===== config.mk =====
export PLATFORM = sky130hd
export DESIGN_NAME = zzacc
export DESIGN_NICKNAME = d
export VERILOG_FILES = /design/src/rtl/zzacc.sv
export SDC_FILE = /design/constraint.sdc
export NUM_CORES = 1
export LEC_CHECK = 0
export CORE_ASPECT_RATIO = 0.75
export CORE_MARGIN = 2
export CORE_UTILIZATION = 50
export CTS_CLUSTER_DIAMETER = 30
export DETAILED_ROUTE_END_ITERATION = 8
export GPL_TIMING_DRIVEN = 0
export PLACE_DENSITY_LB_ADDON = 0.08
export SYNTH_ARGS = -nofsm -noshare
export SYNTH_HDL_FRONTEND = slang
export SYNTH_SLANG_ARGS = --single-unit

===== constraint.sdc =====
create_clock -name clk -period 7.06 [get_ports clk]
set_clock_uncertainty 0.2 [all_clocks]
set_input_delay 1.412 -clock clk [delete_from_list [all_inputs] [get_ports clk]]
set_output_delay 1.412 -clock clk [all_outputs]
set_load 0.01 [all_outputs]

===== src/rtl/zzacc.sv =====
// rtl/zzacc.sv - bit-plane partial-product accumulator with diagonal shift-and-add
module zzacc #(
    parameter int BPREC = 4,
    parameter int BWIN  = 10,
    parameter int BWACC = 32
) (
    input  logic             clk,
    input  logic             clr,
    input  logic             start,
    input  logic [BPREC-1:0] pw,
    input  logic [BPREC-1:0] pd,
    input  logic             sw,
    input  logic             sd,
    input  logic             in_valid,
    output logic             in_ready,
    input  logic [BWIN-1:0]  in_data,
    input  logic [BPREC-1:0] in_offw,
    input  logic [BPREC-1:0] in_offd,
    output logic             out_valid,
    input  logic             out_ready,
    output logic [BWACC-1:0] out_data,
    output logic             err
);

    localparam logic [1:0] ST_IDLE = 2'd0;
    localparam logic [1:0] ST_ACC  = 2'd1;
    localparam logic [1:0] ST_DONE = 2'd2;

    logic [1:0]         state_q, state_d;
    logic [BPREC-1:0]   pw_q, pw_d, pd_q, pd_d;
    logic               sw_q, sw_d, sd_q, sd_d;
    logic [BWACC-1:0]   acc_q, acc_d;
    logic [2*BPREC-1:0] cnt_q, cnt_d;
    logic [BPREC:0]     pdiag_q, pdiag_d;
    logic               err_q, err_d;

    logic [BPREC:0]     diag, shamt;
    logic               neg, accept, bad;
    logic [BWACC-1:0]   term_ext, term;
    logic [2*BPREC-1:0] cnt_inc, target;

    assign in_ready  = (state_q == ST_ACC);
    assign out_valid = (state_q == ST_DONE);
    assign out_data  = acc_q;
    assign err       = err_q;

    assign accept   = in_valid && (state_q == ST_ACC);
    assign diag     = {1'b0, in_offw} + {1'b0, in_offd};
    assign neg      = (sw_q && (in_offw == '0)) ^ (sd_q && (in_offd == '0));
    assign term_ext = {{(BWACC-BWIN){in_data[BWIN-1]}}, in_data};
    assign term     = neg ? -term_ext : term_ext;
    // A diagonal that moves backwards is an error; it is folded in without shifting.
    assign shamt    = (diag >= pdiag_q) ? (diag - pdiag_q) : '0;
    assign bad      = (in_offw >= pw_q) || (in_offd >= pd_q) || (diag < pdiag_q);
    assign cnt_inc  = cnt_q + 1'b1;
    assign target   = {{BPREC{1'b0}}, pw_q} * {{BPREC{1'b0}}, pd_q};

    always_comb begin
        state_d = state_q;
        pw_d    = pw_q;
        pd_d    = pd_q;
        sw_d    = sw_q;
        sd_d    = sd_q;
        acc_d   = acc_q;
        cnt_d   = cnt_q;
        pdiag_d = pdiag_q;
        err_d   = err_q;
        if (start) begin
            pw_d    = pw;
            pd_d    = pd;
            sw_d    = sw;
            sd_d    = sd;
            acc_d   = '0;
            cnt_d   = '0;
            pdiag_d = '0;
            err_d   = 1'b0;
            state_d = ((state_q == ST_IDLE) && ((pw == '0) || (pd == '0))) ? ST_DONE : ST_ACC;
        end else begin
            case (state_q)
                ST_ACC: begin
                    if (accept) begin
                        acc_d   = (acc_q << shamt) + term;
                        pdiag_d = diag;
                        cnt_d   = cnt_inc;
                        if (bad) err_d = 1'b1;
                        if (cnt_inc == target) state_d = ST_DONE;
                    end
                end
                ST_DONE: begin
                    if (out_ready) state_d = ST_IDLE;
                end
                ST_IDLE: state_d = ST_IDLE;
                default: state_d = ST_IDLE;
            endcase
        end
    end

    always_ff @(posedge clk) begin
        if (clr) begin
            state_q <= ST_IDLE;
            pw_q    <= '0;
            pd_q    <= '0;
            sw_q    <= 1'b0;
            sd_q    <= 1'b0;
            acc_q   <= '0;
            cnt_q   <= '0;
            pdiag_q <= '0;
            err_q   <= 1'b0;
        end else begin
            state_q <= state_d;
            pw_q    <= pw_d;
            pd_q    <= pd_d;
            sw_q    <= sw_d;
            sd_q    <= sd_d;
            acc_q   <= acc_d;
            cnt_q   <= cnt_d;
            pdiag_q <= pdiag_d;
            err_q   <= err_d;
        end
    end

endmodule


-- After elaboration in Yosys (flattened, before gate mapping)
Cells that the tools add are included.
- bits in registers: 58
- input bits: 33
- output and inout bits: 35
- add/sub/neg operators: 5
- multipliers: 1
- magnitude comparators: 4
- equal/unequal tests: 6
- shift-type cells: 1
- muxes and demuxes: 8
- bitwise operators: 1
- reductions and logical operators: 16
- operators by type and width (cell ; count):
    $add 32x32->32 ; 1
    $mux 32 ; 1
    $neg 32->32 ; 1
    $shl 32x5->32 ; 1
    $logic_not 4->1 ; 4
    $mux 2 ; 5
    $ne 3x2->1 const B ; 3
    $add 8x1->8 const B ; 1
    $eq 8x8->1 ; 1
    $ge 4x4->1 ; 2
    $mul 4x4->8 ; 1
    $reduce_and 3->1 ; 2
    $add 4x4->5 ; 1
    $ge 5x5->1 ; 1
    $lt 5x5->1 ; 1
    $mux 5 ; 1
    $sub 5x5->5 ; 1
    $logic_and 1x1->1 ; 4
    $pmux 2 s2 ; 1
    $logic_or 1x1->1 ; 3
    $eq 2x1->1 const B ; 1
    $eq 2x2->1 const B ; 1
    $logic_not 2->1 ; 1
    $reduce_and 2->1 ; 1
    other kinds (2) ; 2

-- Depth between registers and ports, before layout
- depth after elaboration: 6
- gate-level depth with buffers: 28
- mapped depth without buffers: 24

-- Least setup slack after synthesis
No wires, ideal clock.
- kind: input-to-reg
- start point: input port in_offw[0]
- end point: register acc_q[31] (netlist: out_data[31])
- setup time: 0.103 ns
- arrival time: 6.464 ns
- setup slack: 0.293 ns
- cell stages on the path: 27
- cell sequence: ha_1 fa_1 a21o_1 a21o_1 ha_1 inv_1 a21oi_1 o31ai_2 buf_2 buf_2 buf_2 a211oi_1 a21oi_1 mux2i_1 nand2_1 nand2_1 o22ai_1 ha_1 clkbuf_1 nand3_1 or3_1 o221a_2 a21boi_1 o2111ai_1 a21oi_1 nor2_1 a2111oi_2
- word-level cells in the longest chain between the ends: 5
- RTL lines (item ; RTL line ; source):
    start, declared ; 17 ; input logic [BPREC-1:0] in_offw,
    $add 4x4->5 (*) ; 48 ; assign diag = {1'b0, in_offw} + {1'b0, in_offd};
    net diag[4] ; 37 ; logic [BPREC:0] diag, shamt;
    $sub 5x5->5 / $ge 5x5->1 (equally long branches) ; 53 ; assign shamt = (diag >= pdiag_q) ? (diag - pdiag_q) : '0;
    $mux 5 (*) ; 53 ;
    $shl 32x5->32 (*) ; 82 ; acc_d = (acc_q << shamt) + term;
    $add 32x32->32 (*) ; 82 ;
    end signal, assigned ; 105 ; acc_q <= '0;
    end signal, assigned ; 115 ; acc_q <= acc_d;
    end, declared ; 32 ; logic [BWACC-1:0] acc_q, acc_d;
The timed path passes the listed nets; every way through them passes the cells marked *.
A chain may end at the register's enable or synchronous reset.

-- Worst setup path after layout
Ends and elaborated chain as after synthesis.

==> out/summary.txt <==
PD cells = 253 nW/um2
Min Clock Period, post-route = 6.94 ns
Number of sinks driven by the clock tree = 58
Count of routing violations after the opening detailed-route iteration = 717
Worst slew margin relative to its limit = 0.343
Count of input and output buffers = 66
Die Ht = 107 um
Via count = 7467
Standard-cell rows = 37
Per-cell via count in the routed design = 6.06
Last weighted congestion value of the routability-driven placer = 1.01
Die Wd = 141 um
Number of synthesis warnings = 0
Count of max-cap constraint violations = 0
Final Slew Violations = 0
Count of nets left with antenna violations after detail routing = 0
Share of synthesized area occupied by flip-flops and latches = 0.165
Most Crowded Layer GR = met1
Type of destination of the critical path = register
Maximum number of pins on one net before global-route repair = 13
CTS H-tree lvls = 3
Lkg Pwr = 3.79 nW
Post-synth ARST share = 0
Tightest hold margin = 0.266 ns
Buffer cell driving the clock tree root = sky130_fd_sc_hd__clkbuf_16
Fillers = 1214
Final setup fails = 0
Routed WL = 24000 um
Initial standard-cell utilization of the core = 0.513
Num CTS Buffers = 9
Net count of the finished layout = 1165
Min-delay worst type = reg2reg
Clock latency at the later pin of the worst-skew pair = 0.34 ns
Met1 usage = 0.478
Maximum net fanout on the critical path = 10
Area delta synth->final = 27.5%
Sequential Area = 1160 um2
Met3 usage = 0.0750
Worst Path Class, Setup = in2reg
Sum of overflow across all layers after global routing = 0
Required time at the worst-slack endpoint = 7.10 ns
Commonest non-fill, non-tap cell in the layout = sky130_fd_sc_hd__nand2_1
# diodes = 0
Cells after Synth = 949
Clock tree from TritonCTS = done
Number of buffers on the longest clock path = 2
Tcrit/Tclk final = 0.983
Number of hold-slack violations in the final timing report = 0
Status = finished, final reports clean
Initial antenna violation count = 0
Core utilization of the finished layout = 0.654
Sort of element at the start of the critical path = input port
Transition at the pin with the smallest max-transition slack = 0.982 ns
Layout cells sized above 1 = 0.148
Synth Cell Area = 7030 um2
Endpoint arrival time on the critical path = 6.98 ns
Vias in the first global route = 6762
Area of the multi-input gates = 5960 um2
Total routing resource utilization after global routing = 0.311
Die ar. = 15000 um2
Post-synthesis average cell area = 7.41 um2
Count of boundary I/O pins = 68
Fmax = 144 MHz
Net count after synthesis = 1061
Number of distinct standard cells referenced by the synthesized netlist = 71
Most used flip-flop cell after synthesis = sky130_fd_sc_hd__dfxtp_1
Synthesis-stage register bit count = 58
Number of search-and-repair iterations in the first detailed-routing pass = 5
Average detailed-routed wire length per instance = 19.4 um
Clock Pin Slew Worst Setup and Hold Paths = 0.05 ns
Maximum ir drop on the vdd rail = 0.133 mV
Detailed placement HPWL = 18300 um
Global-route wire length before repair = 36700 um
Number of design rule violations left after detail routing = 0
Met2 Resource Use GR = 0.424
Core area = 13700 um2
Commonest non-fill, non-tap cells in the layout = sky130_fd_sc_hd__nand2_1, sky130_fd_sc_hd__nor2_1, sky130_fd_sc_hd__a21oi_1
Number of synthesized flops with an enable pin = 0
-- sequential cells by signal, indices dropped and copies added, names as in the netlist --
| signal | flops |
|---|---|
| out_data | 32 |
| cnt_q | 8 |
| pdiag_q | 5 |
| pd_q | 4 |
| pw_q | 4 |
| state_q | 2 |
| err | 1 |
| sd_q | 1 |
| sw_q | 1 |
-- kinds of logic (layout without fill, tap and decap cells) --
family / Yosys count / in the layout / synth area share
multiplexers: 78 / 78 / 0.116
AO/OA/AOI/OAI: 252 / 252 / 0.233
AND/OR/NAND/NOR: 336 / 336 / 0.215
buffers and inverters: 89 / 198 / 0.0520
adder cells (fa/ha/maj): 79 / 79 / 0.148
flip-flops: 58 / 58 / 0.165
XOR/XNOR: 57 / 57 / 0.0710
-- metal layers --
metal	vias up	share of wire	routed length, um
li1	3599	-	-
met5	-	0	0
met4	0	0.020	484
met3	38	0.10	2390
met1	3487	0.49	11600
met2	343	0.39	9460
-- critical path, cell delays in order --
cell                            delay, ns
sky130_fd_sc_hd__dlygate4sd2_1       0.28
sky130_fd_sc_hd__ha_2                0.22
sky130_fd_sc_hd__fa_2                0.57
sky130_fd_sc_hd__inv_1               0.06
sky130_fd_sc_hd__fa_2                0.61
sky130_fd_sc_hd__nor2_2              0.09
sky130_fd_sc_hd__a21oi_2             0.16
sky130_fd_sc_hd__buf_6               0.19
sky130_fd_sc_hd__buf_6               0.20
sky130_fd_sc_hd__mux2i_1             0.37
sky130_fd_sc_hd__mux2i_1             0.17
sky130_fd_sc_hd__mux2i_1             0.26
sky130_fd_sc_hd__and2_4              0.20
sky130_fd_sc_hd__ha_1                0.25
sky130_fd_sc_hd__nor3_1              0.09
sky130_fd_sc_hd__o2bb2ai_1           0.18
sky130_fd_sc_hd__or3_1               0.39
sky130_fd_sc_hd__o221a_2             0.29
sky130_fd_sc_hd__a21boi_4            0.19
sky130_fd_sc_hd__o2111ai_4           0.16
sky130_fd_sc_hd__a21oi_2             0.20
sky130_fd_sc_hd__nor2_1              0.09
sky130_fd_sc_hd__a2111oi_4           0.32
-- what timing repair did --
| item | in CTS | in global routing |
|---|---|---|
| endpoints found under the hold margin | 0 | 0 |
| resized for setup | 70 | 54 |
| hold buffers | 0 | 0 |
| buffers inserted | 16 | 14 |
| pin swaps | 12 | 20 |
| endpoints found under the setup margin | 22 | 15 |
-- stage by stage --
stage,instances,power (mW),setup slack [ns],instance area [um2],TNS [ns]
3_3_place_gp,1190,1.52,-1.30,7910,-17.80
3_5_place_dp,1190,1.53,-1.30,7910,-18.11
6_report,1233,2.27,0.123,8960,0
2_1_floorplan,949,1.22,0.293,7030,0
5_1_grt,1233,2.38,-0.0713,8960,-0.134
4_1_cts,1219,2.12,0.00908,8610,0
-- path summary, 6_finish.rpt --
check | startpoint | endpoint | slack (ns) | cells after the start
max | in_offw[0] | out_data[31]$_SDFFE_PP0P_ | 0.12 | 23
min | pdiag_q[0]$_SDFFE_PP0P_ | pdiag_q[0]$_SDFFE_PP0P_ | 0.27 | 2
max reg2reg | pdiag_q[0]$_SDFFE_PP0P_ | out_data[31]$_SDFFE_PP0P_ | 1.75 | 20
min reg2reg | pdiag_q[0]$_SDFFE_PP0P_ | pdiag_q[0]$_SDFFE_PP0P_ | 0.27 | 2
-- power by group --
group          internal, mW  switching (mW)
sequential            0.342          0.0219
clock                 0.317           0.166
combinational         0.595           0.822
total                  1.25            1.01
-- cell type report --
cell class                      count  share of cell area
Tap cell                          175              0.0244
Sequential cell                    58               0.130
Inverter                           42              0.0177
Timing Repair Buffer               96              0.0993
Clock inverter                      5             0.00866
Multi-Input combinational cell    802               0.665
Clock buffer                       11              0.0271
Buffer                             44              0.0283
-- synth_stat cells (all sizes together), types with 3 or more instances --
cell,count,area share
buf,14,0.012
clkbuf,33,0.018
ha,72,0.13
and3,6,0.0053
o21bai,4,0.0043
dfxtp,58,0.17
or3,13,0.012
o22ai,8,0.0071
a21oi,86,0.063
nand3,22,0.016
nand2b,12,0.011
nor3,13,0.0093
a21o,23,0.025
o31ai,6,0.0071
a21boi,5,0.0053
nor2b,9,0.0080
nand2,146,0.078
xnor2,33,0.041
fa,7,0.020
inv,41,0.022
mux2,5,0.0080
o41ai,3,0.0037
nand4,7,0.0062
nor2,79,0.042
and2,11,0.0098
o32ai,3,0.0048
a211oi,29,0.032
a2111oi,3,0.0055
a31oi,5,0.0045
o21a,5,0.0053
a211o,4,0.0050
mux2i,71,0.10
nor4,4,0.0036
or2,4,0.0036
o21ai,50,0.036
xor2,24,0.030
Power figures use the tool's default switching activity.
